### src/rtl/sdram_cmd_arbiter.sv
// ---------------------------------------------------------------------------
// sdram_cmd_arbiter
//
// Shares the single SDRAM command/address/data bus among the initialisation,
// auto-refresh, burst-write and burst-read sub-controllers.
//   * Until init_end is seen the init sequence is passed straight through.
//   * Afterwards exactly one requester owns the bus at a time.
//   * Auto-refresh wins over data bursts.
//   * Write and read alternate round-robin when both are pending.
//
// Ports
//   sys_clk, rst_n                      clock, async active-low reset
//   init_end, init_cmd/ba/addr          init phase control and bus
//   aref_req, aref_end, aref_cmd/ba/addr refresh request/finish and bus
//   wr_req, wr_end, write_cmd/ba/addr   write burst request/finish and bus
//   wr_sdram_en, wr_sdram_data          write data and its drive enable
//   rd_req, rd_end, read_cmd/ba/addr    read burst request/finish and bus
//   aref_en, wr_en, rd_en               one-hot grants (decoded from state)
//   sdram_cmd/ba/addr                   SDRAM command bus
//   sdram_dq_out, sdram_dq_oe           DQ output data and output enable
// ---------------------------------------------------------------------------
module sdram_cmd_arbiter #(
    parameter logic [3:0] CMD_NOP = 4'b0111
) (
    input  logic        sys_clk,
    input  logic        rst_n,
    input  logic        init_end,
    input  logic [3:0]  init_cmd,
    input  logic [1:0]  init_ba,
    input  logic [12:0] init_addr,
    input  logic        aref_req,
    input  logic        aref_end,
    input  logic [3:0]  aref_cmd,
    input  logic [1:0]  aref_ba,
    input  logic [12:0] aref_addr,
    input  logic        wr_req,
    input  logic        wr_end,
    input  logic [3:0]  write_cmd,
    input  logic [1:0]  write_ba,
    input  logic [12:0] write_addr,
    input  logic        wr_sdram_en,
    input  logic [15:0] wr_sdram_data,
    input  logic        rd_req,
    input  logic        rd_end,
    input  logic [3:0]  read_cmd,
    input  logic [1:0]  read_ba,
    input  logic [12:0] read_addr,
    output logic        aref_en,
    output logic        wr_en,
    output logic        rd_en,
    output logic [3:0]  sdram_cmd,
    output logic [1:0]  sdram_ba,
    output logic [12:0] sdram_addr,
    output logic [15:0] sdram_dq_out,
    output logic        sdram_dq_oe
);

    typedef enum logic [2:0] {
        ST_INIT  = 3'd0,
        ST_ARBIT = 3'd1,
        ST_AREF  = 3'd2,
        ST_WRITE = 3'd3,
        ST_READ  = 3'd4
    } state_t;

    state_t state_q;
    state_t state_d;
    logic   last_wr_q;   // 1: most recent data burst granted was a write
    logic   last_wr_d;

    // State and round-robin history registers
    always_ff @(posedge sys_clk or negedge rst_n) begin
        if (!rst_n) begin
            state_q   <= ST_INIT;
            last_wr_q <= 1'b0;
        end else begin
            state_q   <= state_d;
            last_wr_q <= last_wr_d;
        end
    end

    // Next-state: priority arbitration in ARBIT, hold ownership until own end pulse
    always_comb begin
        state_d   = state_q;
        last_wr_d = last_wr_q;
        case (state_q)
            ST_INIT: begin
                if (init_end) begin
                    state_d = ST_ARBIT;
                end else begin
                    state_d = ST_INIT;
                end
            end
            ST_ARBIT: begin
                if (aref_req) begin
                    // Refresh does not disturb the write/read alternation
                    state_d = ST_AREF;
                end else if (wr_req && rd_req) begin
                    // Both pending: give the bus to whichever did not go last
                    if (last_wr_q) begin
                        state_d   = ST_READ;
                        last_wr_d = 1'b0;
                    end else begin
                        state_d   = ST_WRITE;
                        last_wr_d = 1'b1;
                    end
                end else if (wr_req) begin
                    state_d   = ST_WRITE;
                    last_wr_d = 1'b1;
                end else if (rd_req) begin
                    state_d   = ST_READ;
                    last_wr_d = 1'b0;
                end else begin
                    state_d = ST_ARBIT;
                end
            end
            ST_AREF: begin
                if (aref_end) begin
                    state_d = ST_ARBIT;
                end else begin
                    state_d = ST_AREF;
                end
            end
            ST_WRITE: begin
                if (wr_end) begin
                    state_d = ST_ARBIT;
                end else begin
                    state_d = ST_WRITE;
                end
            end
            ST_READ: begin
                if (rd_end) begin
                    state_d = ST_ARBIT;
                end else begin
                    state_d = ST_READ;
                end
            end
            default: begin
                state_d   = ST_INIT;
                last_wr_d = 1'b0;
            end
        endcase
    end

    // Grants are pure decodes of the state flop, so they cannot glitch or overlap
    assign aref_en = (state_q == ST_AREF);
    assign wr_en   = (state_q == ST_WRITE);
    assign rd_en   = (state_q == ST_READ);

    // Command bus mux: owner's bus, NOP with all-ones ba/addr when idle
    always_comb begin
        sdram_cmd  = CMD_NOP;
        sdram_ba   = 2'b11;
        sdram_addr = 13'h1fff;
        case (state_q)
            ST_INIT: begin
                sdram_cmd  = init_cmd;
                sdram_ba   = init_ba;
                sdram_addr = init_addr;
            end
            ST_ARBIT: begin
                sdram_cmd  = CMD_NOP;
                sdram_ba   = 2'b11;
                sdram_addr = 13'h1fff;
            end
            ST_AREF: begin
                sdram_cmd  = aref_cmd;
                sdram_ba   = aref_ba;
                sdram_addr = aref_addr;
            end
            ST_WRITE: begin
                sdram_cmd  = write_cmd;
                sdram_ba   = write_ba;
                sdram_addr = write_addr;
            end
            ST_READ: begin
                sdram_cmd  = read_cmd;
                sdram_ba   = read_ba;
                sdram_addr = read_addr;
            end
            default: begin
                sdram_cmd  = CMD_NOP;
                sdram_ba   = 2'b11;
                sdram_addr = 13'h1fff;
            end
        endcase
    end

    // DQ is only driven while the write module actually owns the bus
    assign sdram_dq_oe  = wr_sdram_en & (state_q == ST_WRITE);
    assign sdram_dq_out = sdram_dq_oe ? wr_sdram_data : 16'h0000;

endmodule

### config.mk
export PLATFORM = sky130hd
export DESIGN_NAME = sdram_cmd_arbiter
export DESIGN_NICKNAME = d
export VERILOG_FILES = /design/src/rtl/sdram_cmd_arbiter.sv
export SDC_FILE = /design/constraint.sdc
export NUM_CORES = 1
export LEC_CHECK = 0
export CAP_MARGIN = 15
export CORE_AREA = 2 2 54 56
export CTS_CLUSTER_DIAMETER = 80
export CTS_CLUSTER_SIZE = 25
export DETAILED_ROUTE_END_ITERATION = 16
export DIE_AREA = 0 0 56 58
export DONT_BUFFER_PORTS = 1
export PLACE_DENSITY = 0.62
export SYNTH_ARGS = -nofsm -noshare
export SYNTH_HDL_FRONTEND = slang
export SYNTH_SLANG_ARGS = --single-unit
### constraint.sdc
create_clock -name sys_clk -period 2 [get_ports sys_clk]
set_input_delay 0.4 -clock sys_clk [delete_from_list [all_inputs] [get_ports sys_clk]]
set_output_delay 0.4 -clock sys_clk [all_outputs]
set_load 0.02 [all_outputs]
* Word level (Yosys, flattened, before mapping) *
Cells that the tools add are included.

cells by class
  $add $sub $neg = 0
  multiply operators = 0
  div/mod/pow operators = 0
  $lt $le $gt $ge = 0
  eq/ne operators = 6
  shift-type cells = 0
  multiplexer cells = 20
  bitwise gates (word level) = 2
  reductions and logical operators = 4

operator list
  operator            number
  $pmux 13 s4         1
  $mux 3              6
  $mux 16             1
  $pmux 4 s4          1
  $pmux 3 s5          1
  $pmux 2 s4          1
  $eq 3x2->1 const B  2
  $mux 1              6
  $mux 2              2
  $ne 4x4->1 const B  1
  $reduce_or 4->1     1
  $eq 3x1->1 const B  1
  $eq 3x3->1 const B  1
  $logic_not 3->1     1
  $reduce_and 3->1    1
  $ne 2x2->1 const B  1
  $pmux 1 s2          1
  $and 1x1->1         1
  $logic_and 1x1->1   1
  $not 1->1           1

storage, ports and cells
  bits in registers = 4
  latch bits = 0
  RAM bits = 0
  bits in read-only memories = 0
  input port bits = 102
  output and inout bits = 39
  word-level logic and storage cells = 34
  memories = 0

* Depth between registers and ports, before layout *
  word-level depth = 5
  depth in mapped cells = 6
  depth with buffers taken out = 3

* Worst setup path before layout *
OpenSTA, ideal clock, no wires.

  kind = flip-flop to output port
  start point = register state_q[2]
  end point = output port sdram_dq_out[10]
  data arrival time = 1.385 ns
  data required time = 1.600 ns
  setup slack = 0.215 ns
  cell stages (with the launch flop) = 7
  path buffers = 3
  path through = dfrtp_1 > buf_4 > nor2b_1 > and3_1 > buf_2 > buf_2 > and2_1

between the ends
  longest elaborated chain between the ends = 3

RTL lines
  item                    RTL line  source
  from (decl)             66        state_t state_q;
  from (signal assigned)  77        state_q <= state_d;
  $eq 3x2->1              190       assign sdram_dq_oe = wr_sdram_en & (state_q == ST_WRITE);
  $and 1x1->1             190
  via sdram_dq_oe         55        output logic sdram_dq_oe
  $mux 16                 191       assign sdram_dq_out = sdram_dq_oe ? wr_sdram_data : 16'h0000;
  to (decl)               54        output logic [15:0] sdram_dq_out,

The timed path passes the listed nets, and every way through them passes these cells.

* Final worst setup path *
  start point = register state_q[0]
  end point = output port sdram_addr[12]

between the ends
  longest elaborated chain between the ends = 2
  elaborated cells between the ends (all ways) = 5
  those cells by class = eq/ne (3); mux (1); reduce/logical (1)

RTL lines
  item                                RTL line  source
  $eq 3x3->1 (tied with other cells)  155       case (state_q)
  $pmux 13 s4 (*)                     155
  to (decl)                           53        output logic [12:0] sdram_addr,

Every way passes the cells marked *; elsewhere a longest branch is shown, timed or not.

==> results_dict.tcl <==
set metrics [dict create \
    outcome "completed" \
    overflow 0 \
    max_slew_margin_pct 74.3 \
    routabilityCongestion 0.749 \
    hold_viol 0 \
    wirelength_mm 3.51 \
    p_leak_nw 0.521 \
    numCtsBuffers 3 \
    arrival_ns 1.58 \
    drv_cap 0 \
    grt_first_pass_wirelength_mm 4.96 \
    die_h_um 58 \
    clock_skew_ns 0.000987 \
    critical_path_required_ns 1.60 \
    first_global_vias 1072 \
    worstSetupPathType "reg2out" \
    die_w_um 56 \
    synth_nets 226 \
    slew_violations 0 \
    drc 0 \
    synth_cell_types 31 \
    vias_per_cell 6.14 \
    worstSetupStartpointType "register" \
    drtAntennaViolNets 0 \
    rows 19 \
    critPathMaxFanout 16 \
    fillerInstances 255 \
    area_growth_pct 35.4 \
    nNetsFinal 254 \
    cts_max_level 1 \
    synth-seq-cells 4 \
    clk_pin_slew_ns 0.04 \
    floorplan.initialDensity_pct 36.3 \
    synth.cell_area_um2 967 \
    cts_tree "yes" \
    yosys_warnings 0 \
    num_vias 1111 \
    netlist.area_leader.share_pct 19.7 \
    dpl.hpwl_mm 2.76 \
    seq_area_frac_synth_pct 10.3 \
    dieArea_um2 3250 \
    track_usage_pct 19.2 \
    wl_per_cell_um 19.4 \
    io_buffers 0 \
    hold_path.class "in2reg" \
    worst_pin_slew_ns 0.381 \
    finalSetupViolCount 0 \
    finalCriticalPeriod_ns 1.98 \
    crit_path_end_kind "output port" \
    hold_slack_ns 0.334 \
    regArea_um2 101 \
    grt_max_degree 20 \
    power_density_nw_per_um2 1690 \
    multi_input_area_um2 823 \
    fmax_mhz 505 \
    cts_buffer_depth 2 \
    irDropWorstVdd_v 0.00106 \
    fin_crit_sh_pct 99.1 \
    synth_area_leaders "mux2i_1 (20%), o22ai_2 (12%), and2_1 (10%), dfrtp_1 (10%), a21oi_1 (8.3%)" \
    antenna_found_initial 0 \
    synth.avg_cell_area_um2 7.80 \
    first_pass_iters 4 \
    yosys.area.top_type "mux2i_1" \
    clock_latency_ns 0.23 \
    syn-instance-count 124 \
    io_pins 141 \
    setup_slack_ns 0.0186 \
    rsz0062_at_grt "yes" \
    core_area_um2 2660 \
    pre_cts_slack_ns 0.199 \
    diodes 0 \
    clock-sinks 4 \
    drtIter0Drc 18 \
    setup_tns_ns 0 \
    root_buffer "clkbuf_4" \
    drive_above_1_share_pct 40.0 \
]
[synthesized netlist by cell type]
master,n
a211o_1,1
a21boi_0,1
a21oi_1,16
a22oi_1,2
and2_1,16
and3_1,1
buf_2,7
buf_4,2
buf_6,3
clkbuf_1,1
dfrtp_1,4
inv_1,4
mux2_2,2
mux2i_1,19
nand2_1,1
nand2b_1,1
nand3_1,1
nand3b_2,1
nand4b_1,1
nor2_1,5
nor2b_1,3
nor3_1,6
nor3b_1,1
nor4b_1,1
o21ai_0,3
o22ai_1,6
o22ai_2,9
o311ai_0,2
o32ai_1,2
or3_1,1
or3b_1,1
[worst paths after layout]
path,from,end,slack (ns),cells after the start
max in group asynchronous,rst_n,state_q[1]$_DFF_PN0_,1.37,1
worst min-delay path,rd_req,state_q[2]$_DFF_PN0_,0.33,2
min in group asynchronous,rst_n,last_wr_q$_DFFE_PN0P_,0.44,1
worst max-delay path,state_q[0]$_DFF_PN0_,sdram_addr[12],0.02,5
worst max register to register,state_q[2]$_DFF_PN0_,state_q[2]$_DFF_PN0_,0.58,4
worst min register to register,last_wr_q$_DFFE_PN0P_,last_wr_q$_DFFE_PN0P_,0.61,2
[layer usage]
layer	vias to the layer above	part of all wire (%)	routed length, um	GRT usage (%)
met3	2	8.6	303	4.24
met1	514	33	1160	20.1
li1	514	-	-	-
met2	81	58	2020	37.5
met4	0	0.57	20	6.46
met5	-	0	0	0
[repair_timing]
| item | CTS | global route |
|---|---|---|
| hold buffers | 1 | 0 |
| buffers inserted | 2 | 4 |
| pin swaps | 0 | 0 |
| gates resized for setup | 2 | 16 |
| endpoints found under the setup margin | 17 | 35 |
| endpoints found under the hold margin | 4 | 0 |
[registers in the layout, summed over array words and instances, names as in the netlist]
| register | flops |
|---|---|
| last_wr_q | 1 |
| state_q | 3 |
[power by group]
group	switching, mW	total, mW	internal (mW)
Sequential	0.0422	0.161	0.119
Combinational	1.06	1.95	0.897
Clock	0.0342	0.101	0.0672
[critical path: stages, from the launching register on]
cell     delay (ns)
dfrtp_1        0.40
or3b_4         0.41
buf_12         0.16
o22ai_1        0.15
a21oi_1        0.06
buf_4          0.16
[cell usage in the layout (no fill, tap or decap), drive strengths merged, types with 2 or more instances in the layout]
cell type	synthesis	routed
buf	12	35
mux2i	19	19
a21oi	16	16
and2	16	16
o22ai	15	15
nor3	6	6
nor2	5	5
inv	4	4
dfrtp	4	4
nor2b	3	3
o21ai	3	3
clkbuf	1	3
a22oi	2	2
mux2	2	2
o32ai	2	2
o311ai	2	2
[per-stage QoR]
step / std cells / util, % / instance area, um2 / power [mW]
3_3_place_gp: 171 / 43.1 / 1150 / 1.83
2_1_floorplan: 124 / - / 967 / 1.36
5_1_grt: 181 / 49.2 / 1310 / 2.36
4_1_cts: 177 / 45.2 / 1200 / 2.03
6_report: 181 / 49.2 / 1310 / 2.22
3_5_place_dp: 171 / 43.1 / 1150 / 1.87
[final cells by class]
class	count	area share, %
multi-input combinational	103	62.8
timing repair buffer	36	23.6
sequential	4	7.74
inverter	4	1.15
clock buffer	3	1.72
tap	31	2.96
[logic make-up after synthesis]
kind of cell | after synthesis | share of synthesized area, %
buffers and inverters | 17 | 10.6
AO/OA/AOI/OAI | 42 | 32.2
AND/OR/NAND/NOR | 40 | 24.8
multiplexers | 21 | 22.0
flip-flops | 4 | 10.3
No activity file was read; power rests on OpenSTA's default activity.
